<file path="config.mk">
export PLATFORM = sky130hd
export DESIGN_NAME = noc_packet_arbiter
export DESIGN_NICKNAME = d
export VERILOG_FILES = /design/src/rtl/noc_pkg.sv /design/src/rtl/noc_rr_pick.sv /design/src/rtl/noc_packet_arbiter.sv
export SDC_FILE = /design/constraint.sdc
export NUM_CORES = 1
export LEC_CHECK = 0
export ABC_AREA = 0
export CORE_MARGIN = 1.5
export CORE_UTILIZATION = 29
export CTS_CLUSTER_SIZE = 12
export DETAILED_ROUTE_END_ITERATION = 10
export GPL_TIMING_DRIVEN = 0
export PLACE_DENSITY = 0.82
export RECOVER_POWER = 50
export SLEW_MARGIN = 20
export SYNTH_ARGS = -nofsm -noshare
export SYNTH_HDL_FRONTEND = slang
export SYNTH_HIERARCHICAL = 1
export SYNTH_SLANG_ARGS = --single-unit
</file>
<file path="constraint.sdc">
create_clock -name clk -period 2.6 [get_ports clk]
set_clock_uncertainty 0.15 [all_clocks]
set_input_delay 0.26 -clock clk [delete_from_list [all_inputs] [get_ports clk]]
set_output_delay 0.26 -clock clk [all_outputs]
set_load 0.02 [all_outputs]
</file>
<file path="src/rtl/noc_pkg.sv">
// Shared NoC definitions: flit width, head-flit field layout and arbiter states.
package noc_pkg;

  localparam int unsigned DATA_WIDTH = 32;

  localparam int unsigned DEST_LSB = 0;
  localparam int unsigned DEST_W   = 4;
  localparam int unsigned LEN_LSB  = 4;
  localparam int unsigned LEN_W    = 4;

  typedef enum logic {
    IDLE = 1'b0,
    LOCK = 1'b1
  } state_t;

  // A zero length field still carries the head flit, so it means one flit.
  function automatic logic [LEN_W-1:0] head_len(input logic [LEN_W-1:0] field);
    return (field == '0) ? LEN_W'(1) : field;
  endfunction

endpackage

</file>
<file path="src/rtl/noc_rr_pick.sv">
// Combinational round-robin picker: first set req bit after index 'last', with wrap.
module noc_rr_pick #(
  parameter int N  = 5,
  parameter int LW = (N > 1) ? $clog2(N) : 1
) (
  input  logic [N-1:0]  req,
  input  logic [LW-1:0] last,
  output logic [N-1:0]  gnt,
  output logic          vld
);

  // Two passes: indices above 'last' first, then wrap around to 0..last.
  always_comb begin
    gnt = '0;
    vld = 1'b0;
    for (int unsigned i = 0; i < N; i++) begin
      if (!vld && req[i] && (i > int'(last))) begin
        gnt[i] = 1'b1;
        vld    = 1'b1;
      end
    end
    for (int unsigned i = 0; i < N; i++) begin
      if (!vld && req[i] && (i <= int'(last))) begin
        gnt[i] = 1'b1;
        vld    = 1'b1;
      end
    end
  end

endmodule

</file>
<file path="src/rtl/noc_packet_arbiter.sv">
// Wormhole output-link arbiter: round-robin grant held from head flit to tail flit.
// Define NOC_ARB_VARLEN_EN to take packet length from head flit bits [7:4].
module noc_packet_arbiter #(
  parameter int N_IN       = 5,
  parameter int DATA_WIDTH = noc_pkg::DATA_WIDTH,
  parameter int PKT_LEN    = 6
) (
  input  logic                       clk,
  input  logic                       rst,
  input  logic [N_IN*DATA_WIDTH-1:0] in_data,
  input  logic [N_IN-1:0]            in_valid,
  output logic [N_IN-1:0]            in_ready,
  output logic [DATA_WIDTH-1:0]      out_data,
  output logic                       out_valid,
  input  logic                       out_ready,
  output logic [N_IN-1:0]            grant,
  output logic                       busy
);
  import noc_pkg::*;

  localparam int LW = (N_IN > 1) ? $clog2(N_IN) : 1;

  state_t           state;
  logic [LW-1:0]    last;
  logic [LW-1:0]    gidx;
  logic [LEN_W-1:0] count;
  logic [LEN_W-1:0] len_eff;
  logic [N_IN-1:0]  pick_gnt;
  logic             pick_vld;
  logic             xfer;
  logic             tail;

  noc_rr_pick #(
    .N  (N_IN),
    .LW (LW)
  ) u_pick (
    .req  (in_valid),
    .last (last),
    .gnt  (pick_gnt),
    .vld  (pick_vld)
  );

  always_comb begin
    gidx = '0;
    for (int unsigned i = 0; i < N_IN; i++) begin
      if (grant[i]) gidx = LW'(i);
    end
  end

  always_comb begin
    in_ready  = '0;
    out_data  = '0;
    out_valid = 1'b0;
    if (state == LOCK) begin
      for (int unsigned i = 0; i < N_IN; i++) begin
        if (grant[i]) begin
          out_data    = in_data[i*DATA_WIDTH +: DATA_WIDTH];
          out_valid   = in_valid[i];
          in_ready[i] = out_ready;
        end
      end
    end
  end

  assign xfer = (state == LOCK) && out_valid && out_ready;
  assign tail = xfer && (count == len_eff - LEN_W'(1));
  assign busy = (state == LOCK);

`ifdef NOC_ARB_VARLEN_EN
  logic [LEN_W-1:0] len_q;

  // The head transfer decides its own fate from the live field; later flits use the latch.
  assign len_eff = (count == '0) ? head_len(out_data[LEN_LSB +: LEN_W]) : len_q;

  always_ff @(posedge clk or negedge rst) begin
    if (!rst) begin
      len_q <= '1;
    end else if (state == IDLE) begin
      len_q <= '1;
    end else if (xfer && (count == '0)) begin
      len_q <= head_len(out_data[LEN_LSB +: LEN_W]);
    end
  end
`else
  assign len_eff = LEN_W'(PKT_LEN);
`endif

  always_ff @(posedge clk or negedge rst) begin
    if (!rst) begin
      state <= IDLE;
      grant <= '0;
      count <= '0;
      last  <= LW'(N_IN - 1);
    end else begin
      case (state)
        IDLE: begin
          if (pick_vld) begin
            grant <= pick_gnt;
            count <= '0;
            state <= LOCK;
          end
        end
        LOCK: begin
          if (xfer) begin
            if (tail) begin
              state <= IDLE;
              grant <= '0;
              count <= '0;
              last  <= gidx;
            end else begin
              count <= count + LEN_W'(1);
            end
          end
        end
        default: state <= IDLE;
      endcase
    end
  end

endmodule

</file>
==> results.toml, run 1 <==
[outcome]
outcome = "finished clean"

[layout]
diodes = 0
area_growth_pct = 112
nets = 672
drive_gt1_frac = 0.128
fin_util = 0.632
stdcell_area_um2 = 4250

[timing]
finalCriticalPeriod_ns = 2.58
worst_pin_slew_ns = 0.641
relSlewSlack = 0.571
setup_viol_count_final = 0
period_share = 0.992
drv_slew = 0
fmax_mhz = 388
rsz0062_at_grt = "yes"
hold_viol = 0

[setup_path]
cp-start-kind = "flop"
arrival_ns = 2.17
endpoint_kind = "output pin"
timing.rr.end = "grant[0]"
crit_fanout = 10
worst-endpoint-required_ns = 2.19
reg2reg_from = "grant[3]"
reg2reg_setup_slack_ns = 0.36
crit_type = "reg2out"
reg2reg_depth = 7

[clock_tree]
root_buffer = "clkbuf_8"
cts_max_level = 1
cts_buffer_depth = 2
postCtsSetupRepairBufs = 0
cts_tree = "done"
clkTransAtPathRegs_ns = 0.06
numClockSinks = 13
numCtsBuffers = 3
worstSkewPairLatency_ns = 0.25

[routing]
dr.first_iter.drc_count = 240
ant_nets = 0
drt-vias-per-instance = 5.76
wl_um = 10800
vias = 3345
drc = 0
dr.pass1.iters = 5
wl_per_cell_um = 18.7

[synth]
synth_top_family_by_area = "compound AO/OA/AOI/OAI gates"
yosys.area_share.adder = 0.0125
synth_simple_gate_area_frac = 0.228
synth_area_leaders = "dfrtp_1, a221oi_1, o31ai_1, o22ai_1, nand2_1"
synth.distinct_cells = 45
syn_inst = 287
synth_mux_area_frac = 0.00501
synth_compound_area_frac = 0.509
synth_nets = 457
yosysWarnings = 6
ys_seq_area_frac = 0.163
yosysTopAreaCell = "dfrtp_1"
synth.ff_latch_count = 13
synth.most_common_cell = "nand2_1"
async_flop_share = 1.00
synth_flop_cell = "dfrtp_1"
yosys-top-cells-count = "nand2_1, o31ai_1, a221oi_1"
synth_edf_count = 0
synth_xor_area_frac = 0
syn_area_um2 = 2000
synth_top_cell_area_share = 0.150
avgSynthCellArea_um2 = 6.97

[die]
core_area_um2 = 6720
die_h_um = 86.0
dieArea_um2 = 7400
io_pins = 212
start_util = 0.298
die-width_um = 86.0
core.rowCount = 30

[placement]
port_buffers = 211
post-dp-hpwl_um = 8560
placed_area_um2 = 4210
place_congestion = 0.892

[global_routing]
grt_usage = 0.270
grt_pass1_vias = 3186
grt_pass1_wl_um = 15900
grt_max_degree = 14
antenna_found_initial = 0
grt.overflow.total = 0

[pwr]
vdd_drop_max_mv = 0.725
p_per_area_nw_per_um2 = 1080
power.leakage_nw = 1.66

[min_path]
hold_class = "in2async"

[flow_run]
drv_cap = 0
[stage by stage]
stage,instances,setup WS (ns),power [W],hold WS (ns),setup TNS (ns)
CTS,581,-0.00443,0.00460,0.257,-0.00657
global route,581,-0.0220,0.00489,0.366,-0.0350
detailed placement,578,-0.373,0.00475,0.423,-8.81
global placement,578,-0.391,0.00469,0.400,-8.10
floorplan,287,0.242,0.00281,-0.186,0
finish,581,0.0209,0.00458,0.321,0
[cells in the final DEF (no fill, tap or decap), types with 6 or more instances in the layout]
cell type / count
a221oi_2: 8
o21ai_0: 15
o31ai_1: 33
nor3_1: 7
inv_1: 7
nand2_1: 35
clkbuf_2: 28
a221oi_1: 24
dlygate4sd2_1: 10
clkbuf_1: 6
a21oi_1: 19
clkdlybuf4s50_1: 170
dfrtp_1: 12
nor2_1: 15
dlygate4sd3_1: 7
o22ai_1: 26
clkbuf_4: 6
nand2b_1: 6
[logic make-up after synthesis]
family / Yosys count
DFF: 13
AOI/OAI and AO/OA: 139
and+or+nand+nor: 93
muxes: 1
adders and majority gates: 2
buffers and inverters: 39
[per-layer routing]
metal  part of all wire  global-route usage  vias up
li1                   -                   -     1577
met1               0.39               0.317     1556
met2               0.50               0.481      185
met3              0.089              0.0731       27
met4              0.016              0.0762        0
met5                  0                   0        -
[cell type report]
class	count	area, µm²
well taps	80	100
repair buffers	211	2010
clock buffers	4	45.0
inverters	9	33.8
flip-flops and latches	13	327
multi-input cells	235	1570
plain buffers	29	166
fillers	608	2470
[state kept, by name, summed over array words and instances (netlist names)]
name   cells
last       3
count      4
grant      5
busy       1
[critical path: stages, from the launching register on]
cell	delay, ns
dfrtp_1	0.40
buf_2	0.21
or2_1	0.26
buf_6	0.15
buf_2	0.20
a221oi_1	0.28
o31ai_1	0.10
dlygate4sd2_1	0.33
[how the worst max path moves through the flow]
stage | start | endpoint | slack, ns | depth (start not counted)
after floorplan | grant[1] | out_data[10] | 0.24 | 6
after global placement | grant[1] | out_data[10] | -0.39 | 7
after detailed placement | grant[1] | out_data[28] | -0.37 | 7
after CTS | grant[2] | out_data[17] | -0.004 | 7
after global routing | grant[2] | out_data[11] | -0.02 | 7
final | grant[2] | out_data[11] | 0.02 | 7
[repair_timing]
item                       in CTS  in global routing
resized for setup              61                 72
cloned                          0                  0
hold buffers                    0                  0
setup endpoints to repair      36                 32
hold endpoints to repair        0                  0
[power breakdown]
group | switching, W | leakage (nW) | internal, W
combinational | 0.00240 | 1.48 | 0.00163
sequential | 0.0000888 | 0.162 | 0.000278
clock | 0.0000801 | 0.0228 | 0.000109
Power figures use the tool's default switching activity.
==> inputs of run 2 (changes only) <==
Settings changed: CTS_CLUSTER_DIAMETER set to 150, PLACE_DENSITY 0.82 to 0.84.
==> run 2 against run 1 <==
Effect of this change: global-route usage increased by 0.49 points; design area up 1.7%; die area unchanged; maximum frequency shrank 0.51%; total power is 3.1% higher; non-clock buffer count increased by 2; clock-buffer cell count stayed put; critical path depth unchanged.
==> results.toml, run 2 (synthesis gave the netlist of run 1 again) <==
[outcome]
outcome = "finished clean"

[pwr]
p_total_w = 0.00472
power.leakage_nw = 1.67
p_per_area_nw_per_um2 = 1090
vdd_drop_max_mv = 0.572

[setup_path]
cp-start-kind = "flop"
crit_type = "reg2out"
crit_fanout = 10
arrival_ns = 2.18
worst-endpoint-required_ns = 2.19
endpoint_kind = "output pin"

[global_routing]
grt_usage = 0.275
grt_max_degree = 14
grt.overflow.total = 0
grt_pass1_wl_um = 16000
antenna_found_initial = 0
grt_pass1_vias = 3274

[layout]
nets = 674
layout_commonest_cell = "clkdlybuf4s50_1"
top_register = "grant"
area_growth_pct = 116
top_regs = "grant x5, count x4, last x3"
fillers = 604
final_cell_mix = "clkdlybuf4s50_1, nand2_1, o31ai_1"
largest_reg_flops = 5
diodes = 0
drive_gt1_frac = 0.103

[placement]
port_buffers = 211
place_congestion = 0.883
post-dp-hpwl_um = 8610

[clock_tree]
ctsHoldBuffers = 0
cts_tree = "done"
numClockSinks = 13
root_buffer = "clkbuf_8"
numCtsBuffers = 3
clkTransAtPathRegs_ns = 0.06
cts_max_level = 1
worstSkewPairLatency_ns = 0.25
cts_buffer_depth = 2

[die]
start_util = 0.298
io_pins = 212
die_h_um = 86.0
core_area_um2 = 6720
core.rowCount = 30
die-width_um = 86.0
dieArea_um2 = 7400

[timing]
worst_pin_slew_ns = 0.637
relSlewSlack = 0.574
finalCriticalPeriod_ns = 2.59
period_share = 0.997
setup_viol_count_final = 0
drv_slew = 0
fmax_mhz = 386
holdWs_ns = 0.316
rsz0062_at_grt = "yes"
hold_viol = 0

[routing]
wl_um = 11000
dr.pass1.iters = 5
drc = 0
dr.first_iter.drc_count = 236
wl_per_cell_um = 18.9
ant_nets = 0
drt-vias-per-instance = 5.84
vias = 3403

[min_path]
hold_class = "in2async"

[flow_run]
drv_cap = 0
run 2: cell types whose count changed in the layout (fill, tap and decap cells not counted), sizes merged:
cell / change
dlygate4sd1: -1
dlygate4sd2: +9
clkbuf: -13
clkdlybuf4s15: +4
dlymetal6s2s: -1
buf: +3
dlygate4sd3: +1
run 2: final timing paths:
kind | startpoint | endpoint | slack (ns) | depth (start not counted)
min in group clk | grant[0] | grant[0] | 0.42 | 2
worst max-delay path | grant[2] | out_data[14] | 0.008 | 7
worst min-delay path | rst | grant[2] | 0.32 | 1
worst min register to register | grant[0] | grant[0] | 0.42 | 2
max in group asynchronous | rst | busy | 1.57 | 1
worst max register to register | grant[3] | grant[1] | 0.30 | 7
run 2: routing by layer:
| metal | vias to the layer above | routed length [µm] | track usage | share of wire |
|---|---|---|---|---|
| met5 | - | 0 | 0 | 0 |
| met2 | 208 | 5490 | 0.487 | 0.50 |
| met4 | 0 | 274 | 0.111 | 0.025 |
| met3 | 23 | 963 | 0.0731 | 0.088 |
| met1 | 1587 | 4280 | 0.312 | 0.39 |
| li1 | 1585 | - | - | - |
run 2: final cells by class:
class / instances / area (µm²) / share of cell area
inverters: 9 / 33.8 / 0.00783
repair buffers: 213 / 2080 / 0.483
multi-input cells: 235 / 1560 / 0.361
flip-flops and latches: 13 / 327 / 0.0757
clock buffers: 4 / 45.0 / 0.0104
plain buffers: 29 / 170 / 0.0394
well taps: 80 / 100 / 0.0232
run 2: repair_timing:
action,CTS,global route
setup buffers,0,2
cloned,0,0
hold endpoints to repair,0,0
endpoints found under the setup margin,34,30
pin swaps,0,2
resized for setup,64,37
run 2: critical path, cell delays in order, from the launching register on:
cell,delay [ns]
dfrtp_1,0.39
clkbuf_4,0.20
or2_1,0.25
buf_6,0.15
clkbuf_2,0.20
a221oi_1,0.29
o31ai_1,0.10
dlygate4sd2_1,0.34
run 2: where the power goes:
part	switching, W	leakage, nW	internal, W
clock	0.0000838	0.0228	0.000109
combinational	0.00242	1.49	0.00174
sequential	0.0000936	0.162	0.000278
total	0.00259	1.67	0.00213
run 2: through the flow:
step | util | setup TNS, ns | worst slack, ns | instances | area (µm²)
6_report | 0.642 | 0 | 0.00767 | 583 | 4320
5_1_grt | 0.642 | -0.285 | -0.0595 | 583 | 4320
4_1_cts | 0.636 | -0.00655 | -0.00318 | 581 | 4280
3_5_place_dp | 0.627 | -11.62 | -0.504 | 578 | 4210
3_3_place_gp | 0.627 | -11.60 | -0.506 | 578 | 4210
2_1_floorplan | - | 0 | 0.242 | 287 | 2000
